## src/rtl/hazard_pkg.sv

```systemverilog
// Shared definitions for the pipeline hazard controller: FSM state encoding,
// the per-stage control-vector layout used by the pipeline-register wrappers,
// and the NOP encoding that the flush/bubble paths load into a register.
package hazard_pkg;

    // Hazard sequencer states.
    typedef enum logic [1:0] {
        RUN      = 2'd0,
        MEM_WAIT = 2'd1,
        HALT     = 2'd2
    } state_t;

    // Control-vector field order, MSB first. The pipeline-register wrappers
    // slice this same packed layout, so fields must only ever be appended.
    typedef struct packed {
        logic pc_we;
        logic if_id_we;
        logic id_ex_we;
        logic ex_mem_we;
        logic mem_wb_we;
        logic if_id_flush;
        logic id_ex_flush;
        logic mem_wb_bubble;
    } ctrl_t;

    localparam int CTRL_W = $bits(ctrl_t);

    // Canonical RV32 NOP (addi x0, x0, 0) loaded by a flush or bubble.
    localparam logic [31:0] NOP_INSTR = 32'h0000_0013;

    // Decoded control words, one per hazard situation.
    localparam ctrl_t CTRL_RUN      = ctrl_t'(8'b11111_000);
    localparam ctrl_t CTRL_HALT     = ctrl_t'(8'b00000_000);
    localparam ctrl_t CTRL_FREEZE   = ctrl_t'(8'b00001_001);
    localparam ctrl_t CTRL_BRANCH   = ctrl_t'(8'b11111_110);
    localparam ctrl_t CTRL_LOAD_USE = ctrl_t'(8'b00111_010);

    // Data-side helper for the register wrappers: substitute the NOP when the
    // stage is being flushed or bubbled.
    function automatic logic [31:0] nop_select(input logic kill, input logic [31:0] instr);
        return kill ? NOP_INSTR : instr;
    endfunction

endpackage

```

## src/rtl/sat_counter.sv

```systemverilog
// Saturating up-counter with synchronous clear. Clear wins over increment,
// and the count sticks at all-ones instead of wrapping.
module sat_counter #(
    parameter int W = 16
) (
    input  logic         clk,
    input  logic         arst,
    input  logic         clr,
    input  logic         inc,
    output logic [W-1:0] count
);

    logic at_max;

    assign at_max = (count == {W{1'b1}});

    // Count register: async reset, sync clear, saturating increment.
    always_ff @(posedge clk or posedge arst) begin
        if (arst) begin
            count <= '0;
        end else if (clr) begin
            count <= '0;
        end else if (inc && !at_max) begin
            count <= count + W'(1);
        end
    end

endmodule

```

## src/rtl/hazard_controller.sv

```systemverilog
// Pipeline hazard controller for the five-stage core. Produces per-stage
// write enables, flushes and the MEM/WB bubble for load-use stalls, taken
// branches and multi-cycle data-memory waits, with a memory-wait timeout
// that parks the core in HALT, plus saturating stall/flush counters.
module hazard_controller
    import hazard_pkg::*;
#(
    parameter int REG_W   = 5,
    parameter int TIMEOUT = 64,
    parameter int CNT_W   = 16
) (
    input  logic             clk,
    input  logic             arst,
    input  logic [REG_W-1:0] rs1_ID,
    input  logic [REG_W-1:0] rs2_ID,
    input  logic             uses_rs1_ID,
    input  logic             uses_rs2_ID,
    input  logic [REG_W-1:0] rd_ID_EX,
    input  logic             mem_read_ID_EX,
    input  logic             branch_taken_EX,
    input  logic             dmem_req_MEM,
    input  logic             dmem_ready,
    input  logic             clr_cnt,
    output logic             pc_we,
    output logic             if_id_we,
    output logic             id_ex_we,
    output logic             ex_mem_we,
    output logic             mem_wb_we,
    output logic             if_id_flush,
    output logic             id_ex_flush,
    output logic             mem_wb_bubble,
    output logic             mem_error,
    output logic [CNT_W-1:0] stall_cnt,
    output logic [CNT_W-1:0] flush_cnt
);

    // Wide enough to hold TIMEOUT itself, so the compare value never wraps.
    localparam int                WAIT_W    = $clog2(TIMEOUT) + 1;
    localparam logic [WAIT_W-1:0] WAIT_LAST = WAIT_W'(TIMEOUT - 1);

    state_t            state;
    state_t            state_nxt;
    logic [WAIT_W-1:0] wait_cnt;
    logic [WAIT_W-1:0] wait_cnt_nxt;

    logic  rs1_hit;
    logic  rs2_hit;
    logic  load_use;
    logic  mem_stall;
    ctrl_t ctrl;
    logic  stall_inc;
    logic  flush_inc;

    // Hazard detection: x0 is never a real dependency, and the memory stall
    // is ignored once halted so HALT decoding stays absolute.
    always_comb begin
        rs1_hit   = uses_rs1_ID && (rs1_ID == rd_ID_EX);
        rs2_hit   = uses_rs2_ID && (rs2_ID == rd_ID_EX);
        load_use  = mem_read_ID_EX && (rd_ID_EX != '0) && (rs1_hit || rs2_hit);
        mem_stall = (state != HALT) && dmem_req_MEM && !dmem_ready;
    end

    // Next-state and wait-timer logic. The RUN cycle that first sees the
    // stall counts as wait cycle one, so TIMEOUT frozen cycles precede HALT.
    always_comb begin
        state_nxt    = state;
        wait_cnt_nxt = wait_cnt;
        case (state)
            RUN: begin
                wait_cnt_nxt = '0;
                if (mem_stall) begin
                    state_nxt    = MEM_WAIT;
                    wait_cnt_nxt = WAIT_W'(1);
                end
            end
            MEM_WAIT: begin
                if (dmem_ready) begin
                    state_nxt    = RUN;
                    wait_cnt_nxt = '0;
                end else begin
                    wait_cnt_nxt = wait_cnt + WAIT_W'(1);
                    if (wait_cnt == WAIT_LAST) begin
                        state_nxt = HALT;
                    end
                end
            end
            HALT: begin
                state_nxt = HALT;
            end
            default: begin
                state_nxt    = RUN;
                wait_cnt_nxt = '0;
            end
        endcase
    end

    // Output decode in priority order: halt, memory freeze, branch, load-use.
    // A held branch or load-use during a freeze naturally takes effect in the
    // release cycle because EX is frozen and still presents it.
    always_comb begin
        ctrl      = CTRL_RUN;
        stall_inc = 1'b0;
        flush_inc = 1'b0;
        if (state == HALT) begin
            ctrl = CTRL_HALT;
        end else if (mem_stall) begin
            ctrl      = CTRL_FREEZE;
            stall_inc = 1'b1;
        end else if (branch_taken_EX) begin
            ctrl      = CTRL_BRANCH;
            flush_inc = 1'b1;
        end else if (load_use) begin
            ctrl      = CTRL_LOAD_USE;
            stall_inc = 1'b1;
        end
    end

    // State and wait-timer registers.
    always_ff @(posedge clk or posedge arst) begin
        if (arst) begin
            state    <= RUN;
            wait_cnt <= '0;
        end else begin
            state    <= state_nxt;
            wait_cnt <= wait_cnt_nxt;
        end
    end

    // Sticky timeout flag: set when the FSM drops into HALT, cleared by reset only.
    always_ff @(posedge clk or posedge arst) begin
        if (arst) begin
            mem_error <= 1'b0;
        end else if (state_nxt == HALT) begin
            mem_error <= 1'b1;
        end
    end

    assign pc_we         = ctrl.pc_we;
    assign if_id_we      = ctrl.if_id_we;
    assign id_ex_we      = ctrl.id_ex_we;
    assign ex_mem_we     = ctrl.ex_mem_we;
    assign mem_wb_we     = ctrl.mem_wb_we;
    assign if_id_flush   = ctrl.if_id_flush;
    assign id_ex_flush   = ctrl.id_ex_flush;
    assign mem_wb_bubble = ctrl.mem_wb_bubble;

    sat_counter #(
        .W (CNT_W)
    ) u_stall_cnt (
        .clk   (clk),
        .arst  (arst),
        .clr   (clr_cnt),
        .inc   (stall_inc),
        .count (stall_cnt)
    );

    sat_counter #(
        .W (CNT_W)
    ) u_flush_cnt (
        .clk   (clk),
        .arst  (arst),
        .clr   (clr_cnt),
        .inc   (flush_inc),
        .count (flush_cnt)
    );

endmodule

```

## config.mk

```make
export PLATFORM = sky130hd
export DESIGN_NAME = hazard_controller
export DESIGN_NICKNAME = d
export VERILOG_FILES = /design/src/rtl/hazard_pkg.sv /design/src/rtl/sat_counter.sv /design/src/rtl/hazard_controller.sv
export SDC_FILE = /design/constraint.sdc
export NUM_CORES = 1
export LEC_CHECK = 0
export CAP_MARGIN = 20
export CELL_PAD_IN_SITES_DETAIL_PLACEMENT = 1
export CELL_PAD_IN_SITES_GLOBAL_PLACEMENT = 1
export CORE_MARGIN = 5
export CORE_UTILIZATION = 28
export CTS_CLUSTER_DIAMETER = 150
export DETAILED_ROUTE_END_ITERATION = 16
export GPL_TIMING_DRIVEN = 0
export PLACE_DENSITY = 0.67
export SLEW_MARGIN = 40
export SYNTH_ARGS = -nofsm -noshare
export SYNTH_HDL_FRONTEND = slang
export SYNTH_SLANG_ARGS = --single-unit
```

## constraint.sdc

```tcl
create_clock -name clk -period 5.6 [get_ports clk]
set_clock_uncertainty 0.15 [all_clocks]
set_input_delay 0.84 -clock clk [delete_from_list [all_inputs] [get_ports clk]]
set_output_delay 0.84 -clock clk [all_outputs]
set_load 0.01 [all_outputs]
```

---- Word-level counts from Yosys, hierarchy flattened ----
Cells that the tools add are included.
operators by class
  add/subtract/negate cells ............... 3
  equal/unequal tests ..................... 9
  mux-type cells .......................... 22
  reductions and logical operators ........ 16
operator list
  cell                   number
  $mux 16                4
  $add 16x1->16 const B  2
  $eq 16x16->1 const B   2
  $mux 8                 4
  $pmux 7 s3             1
  $eq 5x5->1             2
  $logic_and 1x1->1      8
  $mux 1                 8
  $add 7x1->7 const B    1
  $eq 7x6->1 const B     1
  $mux 7                 1
  $mux 2                 3
  $pmux 2 s3             1
  $reduce_bool 5->1      1
  $eq 2x2->1 const B     2
  $reduce_bool 2->1      2
  $logic_not 1->1        3
  $eq 2x1->1 const B     1
  $logic_not 2->1        1
  $ne 2x2->1 const B     1
  $logic_or 1x1->1       1
storage, ports and cells
  register bits after elaboration ......... 42
  bits of input ports ..................... 24
  output and inout port bits .............. 41
  word-level logic and storage cells ...... 55

---- Longest topological paths before layout ----
Gate-level depths: netlist of run 1.
  word-level depth ........................ 11
  mapped depth ............................ 8
  depth with buffers taken out ............ 7

---- By module ----
Synthesis of run 1 repeated with hierarchy kept, for this count alone.
second synthesis, totals
  cell total of the unflattened synthesis .. 285
  area, all modules ....................... 2551.2 um2
modules (own cells, without submodules)
  module             times used  cells each  area an instance (um2)  sequential area each (um2)
  sat_counter        2           104         922.1                   400.4
  hazard_controller  1           77          706.9                   250.2

---- Worst setup path before layout of run 1 ----
OpenSTA, ideal clock, no wires.
  path type ............................... input-to-output
  start ................................... input rd_ID_EX[0]
  end ..................................... output pc_we
  data arrival time ....................... 2.250 ns
  data required time ...................... 4.610 ns
  path slack .............................. 2.360 ns
  stages on the path ...................... 5
  buffers on the path ..................... 1
  cells stage by stage .................... or4_4 > o21ai_2 > and2b_1 > a21boi_0 > buf_4
on the way
  word-level cells in the longest chain between the ends .. 8
  elaborated cells between the ends (all ways) .. 12
  those cells by class .................... eq/ne (2); mux (4); reduce/logical (6)
RTL lines
  item                                         line                                              RTL
  start, declared                              hazard_controller.sv:18                           input logic [REG_W-1:0] rd_ID_EX,
  $eq 5x5->1, on equally long branches         hazard_controller.sv:57, hazard_controller.sv:58
  $logic_and 1x1->1, on equally long branches  hazard_controller.sv:57, hazard_controller.sv:58
  $logic_or 1x1->1                             hazard_controller.sv:59                           load_use = mem_read_ID_EX && (rd_ID_EX != '0) && (rs1_hit || rs2_hit);
  $logic_and 1x1->1 (*)                        hazard_controller.sv:59
  $mux 8 (*)                                   hazard_controller.sv:112                          end else if (load_use) begin
  $mux 8 (*)                                   hazard_controller.sv:109                          end else if (branch_taken_EX) begin
  $mux 8 (*)                                   hazard_controller.sv:106                          end else if (mem_stall) begin
  $mux 8 (*)                                   hazard_controller.sv:104                          if (state == HALT) begin
  end, declared                                hazard_controller.sv:24                           output logic pc_we,
Mark *: on every way between the ends. The rest lies on a longest branch, timed or not.

---- Worst setup path after layout of run 1 ----
Ends and elaborated chain as after synthesis.

==> results of run 1 <==
## through the flow
step / total power, mW / cell area [µm²]
after floorplan: 0.358 / 2450
after global placement: 0.397 / 3210
after detailed placement: 0.401 / 3240
after CTS: 0.617 / 3330
after global routing: 0.638 / 3330
final: 0.603 / 3330
## cells in the final DEF (no fill, tap or decap), types with 3 or more instances in the layout
master	count
clkdlybuf4s50_1	63
xor2_1	11
nand2_1	24
clkbuf_1	5
o31ai_1	9
nor2_1	27
and2_1	5
or4_1	10
inv_1	8
o21ai_0	10
xnor2_1	13
a21oi_1	16
dfrtp_1	42
nand3_1	15
nand4_1	9
or3_1	5
and3_1	6
clkbuf_8	6
ha_1	3
## path summary, 6_finish.rpt
kind	start	endpoint	slack, ps	cells past startpoint
max in group asynchronous	arst	mem_error	4270	3
worst max register to register	u_stall_cnt.count[1]	u_stall_cnt.count[12]	3220	8
worst min register to register	mem_error	mem_error	320	1
min in group asynchronous	arst	u_stall_cnt.count[5]	620	2
worst min-delay path	mem_error	mem_error	320	1
worst max-delay path	rd_ID_EX[0]	pc_we	1390	7
## cells by family (layout without fill, tap and decap cells)
| kind of cell | after synthesis | in the layout | synth area share |
|---|---|---|---|
| compound gates | 52 | 52 | 0.143 |
| xor+xnor | 24 | 24 | 0.0859 |
| fa+ha+maj | 3 | 3 | 0.0153 |
| buf+inv | 20 | 92 | 0.0445 |
| flops | 42 | 42 | 0.429 |
| mux | 4 | 4 | 0.0210 |
| simple gates | 116 | 116 | 0.261 |
## worst max-delay path: cells and delay by family
family	cells	cell delay, ps
compound gates	2	440
simple gates	2	770
buf+inv	3	1170
## where the power goes
group	internal [mW]	switching [mW]	total, mW
Sequential	0.307	0.00558	0.312
Clock	0.0997	0.110	0.210
Combinational	0.0415	0.0396	0.0812
Total	0.448	0.155	0.603
## layout make-up
type	instances	area (µm²)	share of cell area
timing repair buffer	64	651	0.196
buffer	10	71.3	0.0214
tap	108	135	0.0406
inverter	10	40.0	0.0120
multi-input combinational	199	1290	0.387
sequential	42	1050	0.316
clock inverter	1	5.00	0.00150
clock buffer	7	86.3	0.0259
## routing by layer
layer,track usage,routed length [µm],up-vias
met3,0.0369,306,6
met2,0.234,3380,35
met4,0.0179,34,0
met5,0,0,-
met1,0.176,3200,1106
li1,-,-,1076
## cell usage after synthesis (all sizes together) (2+ instances only)
cell type | n | share of area
mux2 | 3 | 0.017
nor3 | 3 | 0.0082
buf | 6 | 0.023
dfrtp | 42 | 0.43
nor4 | 2 | 0.010
nor2b | 3 | 0.011
and3 | 6 | 0.015
and2 | 5 | 0.013
xnor2 | 13 | 0.047
inv | 10 | 0.015
o31ai | 9 | 0.028
xor2 | 11 | 0.039
clkbuf | 4 | 0.0061
nand3 | 15 | 0.031
nor2 | 27 | 0.041
or3 | 5 | 0.013
a2111oi | 2 | 0.0097
o22ai | 2 | 0.0077
or4 | 11 | 0.035
o21ai | 14 | 0.032
nand4 | 10 | 0.032
nand2 | 24 | 0.037
ha | 3 | 0.015
a21oi | 18 | 0.043
## flip-flops by register name, summed over array words and instances (netlist names)
register and cells:
wait_cnt 7, u_flush_cnt.count 16, u_stall_cnt.count 16, mem_error 1, state 2
==> run summary, run 1 <==
post-route setup TNS: 0 ps
share of cells above drive strength 1: 0.0931
Remaining Overflow, GRT: 0
die height: 103 µm
Synth warnings: 0
port bufs: 63
Worst slew margin: 0.543
highest clock rate: 237 MHz
Synth Net Count: 288
CP Max Fanout: 3
root buf cell: clkbuf_8
Final min period: 4210 ps
worst slew pin tran: 682 ps
Mapped Area: 2450 µm²
Final setup viols: 0
Post-synth EDFFs: 0
site row count: 34
Pins Over Slew Limit: 0
vias per cell: 5.04
CP Class: primary input to primary output
Syn Inst Count: 261
clk buf depth: 2
Die ar.: 10700 µm²
DR iter-0 viols: 45
Post-CTS Hold Fix Bufs: 0
Routed Antenna Nets: 0
synthesis-stage register bit count: 42
RSZ-0062 raised after global routing: no
worst skew pair latency: 300 ps
max cap viols: 0
status: finished, final reports clean
H-tree depth: 2
Die X: 103 µm
power per standard cell area: 181 nW/µm²
Cell Count, Final, Fillers Out: 441
CP cell instances: clkdlybuf4s50_1, or4_4, o21ai_2, and2b_1, a21boi_0, buf_4, clkdlybuf4s50_1
WHS: 324 ps
fill count: 1019
first-pass GRT wire length: 11.5 mm
Setup Slack @ Placement: 1360 ps
Primary FF master, synth: dfrtp_1
final hold vios: 0
Post-layout nets: 359
post-DP HPWL: 5.32 mm
final WL: 6.93 mm
routed len/inst: 15.7 µm
Placed Instances: 433
DR vias: 2223
register area share after synthesis: 0.429
Worst EP arrival: 3220 ps
Core Region: 8640 µm²
peak per-stage delay on the critical path: 560 ps
initial antenna violation count: 0
vias in the first global route: 2311
Crit. End Element: primary output
post-layout worst setup margin: 1390 ps
Syn Area/Cell: 9.38 µm²
Slowest-stage cell, CP: or4_4
largest net degree at the start of global routing: 36
CTS tree: yes
IO Pins: 65
initial core utilization: 0.283
CTS Sinks: 42
post_cts resized: 0
Num CTS Buffers: 5
HP Class: flop to flop
Clk pin slew, worst setup/hold paths: 80 ps
asr flop ratio synth: 1.00
Setup Buffers After CTS: 0
Final GP Congestion: 0.779
crit path launch type: primary input
leak pwr: 1.31 nW
Critical Path RT: 4610 ps
post-layout util: 0.385
# diodes: 0
1st-pass router iterations: 4
DRC: 0
Final Cycle Share: 0.752
Max IR drop VDD: 0.0802 mV
Distinct cells, synth: 52
Worst path most repeated cell: clkdlybuf4s50_1
gr usage total: 0.136
Layout area overhead: 35.9%
(Power assumes the default switching activity.)
==> run 2, diff against run 1 <==
--- a/config.mk
+++ b/config.mk
@@ -13,7 +13,7 @@
 export CTS_CLUSTER_DIAMETER = 150
 export DETAILED_ROUTE_END_ITERATION = 16
 export GPL_TIMING_DRIVEN = 0
-export PLACE_DENSITY = 0.67
+export PLACE_DENSITY = 0.7
 export SLEW_MARGIN = 40
 export SYNTH_ARGS = -nofsm -noshare
 export SYNTH_HDL_FRONTEND = slang
==> constraint.sdc (replaced) <==
create_clock -name clk -period 3.43 [get_ports clk]
set_clock_uncertainty 0.15 [all_clocks]
set_input_delay 0.5145 -clock clk [delete_from_list [all_inputs] [get_ports clk]]
set_output_delay 0.5145 -clock clk [all_outputs]
set_load 0.01 [all_outputs]
==> run summary, run 2 (synthesis gave the netlist of run 1 again) <==
status: finished, final reports clean
Clk pwr share: 0.384
CP Class: primary input to primary output
final hold vios: 0
Layout area overhead: 37.0%
CP Max Fanout: 3
most frequent cells in the layout: 60 x clkdlybuf4s50_1, 42 x dfrtp_1, 27 x nor2_1
Post-layout nets: 359
Die X: 103 µm
crit path launch type: primary input
DR vias: 2225
Num CTS Buffers: 5
RSZ-0062 raised after global routing: no
share of cells above drive strength 1: 0.0991
Pins Over Slew Limit: 0
highest clock rate: 306 MHz
Top Registers: u_flush_cnt.count x16, u_stall_cnt.count x16, wait_cnt x7
port bufs: 63
worst slew pin tran: 667 ps
leak pwr: 1.34 nW
max cap viols: 0
root buf cell: clkbuf_8
first-pass GRT wire length: 11.8 mm
post-DP HPWL: 5.32 mm
clk buf depth: 2
IO Pins: 65
post-route setup TNS: 0 ps
CP cell instances: clkdlybuf4s50_1, or4_4, o21ai_2, and2b_1, a21boi_2, buf_4, clkdlybuf4s50_1
CTS tree: yes
Tot Pwr: 1.04 mW
vias in the first global route: 2339
Post-CTS Hold Fix Bufs: 0
CTS Sinks: 42
gr usage total: 0.139
Crit. End Element: primary output
r2r startpoint: u_stall_cnt.count[0]
largest net degree at the start of global routing: 30
power per standard cell area: 310 nW/µm²
WHS: 329 ps
Die ar.: 10700 µm²
Flop pwr share: 0.490
register area: 1050 µm²
DR iter-0 viols: 58
Max IR drop VDD: 0.147 mV
HP Class: primary input to async pin
Remaining Overflow, GRT: 0
worst skew pair latency: 300 ps
initial core utilization: 0.283
H-tree depth: 2
Final min period: 3260 ps
Placed Instances: 433
Worst path most repeated cell: clkdlybuf4s50_1
net switching power: 0.258 mW
Final setup viols: 0
DRC: 0
Worst EP arrival: 2600 ps
site row count: 34
Multi-input gate area: 1290 µm²
internal power: 0.783 mW
# diodes: 0
fill count: 1003
Worst slew margin: 0.553
Clk pin slew, worst setup/hold paths: 90 ps
final WL: 6.98 mm
Core Region: 8640 µm²
Final GP Congestion: 0.748
Routed Antenna Nets: 0
initial antenna violation count: 0
Critical Path RT: 2770 ps
Final Cycle Share: 0.952
Slowest-stage cell, CP: clkdlybuf4s50_1
most common cell after layout, fill and taps aside: clkdlybuf4s50_1
die height: 103 µm
peak per-stage delay on the critical path: 520 ps
Combinational Power Share: 0.127
CP startpoint: rd_ID_EX[4]
routed len/inst: 15.8 µm
switching share of power: 0.248
Cell Count, Final, Fillers Out: 441
1st-pass router iterations: 4
vias per cell: 5.05
==> run 2: power groups by stage <==
stage          combinational [mW]  sequential (mW)  clock, mW
2_1_floorplan              0.0645            0.519          0
3_3_place_gp                0.129            0.519          0
3_5_place_dp                0.135            0.520          0
4_1_cts                     0.135            0.510      0.411
5_1_grt                     0.145            0.511      0.429
6_report                    0.132            0.509      0.399
==> run 2: critical path: cells and delay by family <==
kind                   cells  cell delay, ps
buffers and inverters      3            1110
AND/OR/NAND/NOR            2             670
AO/OA/AOI/OAI              2             310
==> run 2: layout make-up <==
cell class	count	area share
well taps	108	0.0403
flip-flops and latches	42	0.314
repair buffers	64	0.195
clock buffers	5	0.0205
inverters	10	0.0119
plain buffers	10	0.0213
clock inverters	3	0.0119
multi-input cells	199	0.385
==> run 2: stage by stage <==
step	util	cell area (µm²)	setup slack, ps
after global routing	0.388	3350	80.6
after detailed placement	0.375	3240	-97.7
after global placement	0.372	3210	-94.4
after CTS	0.387	3340	1.37
final	0.388	3350	166
after floorplan	-	2450	841
==> run 2: routing by layer <==
layer	GRT usage	vias up	routed length [µm]	share of wire
met4	0.0349	0	65	0.0093
met5	0	-	0	0
met2	0.236	35	3470	0.50
met1	0.182	1107	3210	0.46
li1	-	1075	-	-
met3	0.0241	8	238	0.034
==> run 2: final timing paths <==
kind,end,depth (start not counted),slack [ps]
hold reg to reg,mem_error,1,340
setup / recovery,pc_we,7,170
max in group asynchronous,u_stall_cnt.count[13],3,2390
setup reg to reg,u_stall_cnt.count[3],8,1000
min in group clk,mem_error,1,340
hold / removal,u_flush_cnt.count[15],2,330
==> run 2: repair_timing <==
| action | 4_1_cts | 5_1_grt |
|---|---|---|
| setup endpoints to repair | 2 | 2 |
| setup buffers | 0 | 0 |
| pin swaps | 0 | 0 |
| gates resized for setup | 2 | 3 |
| cloned | 0 | 0 |
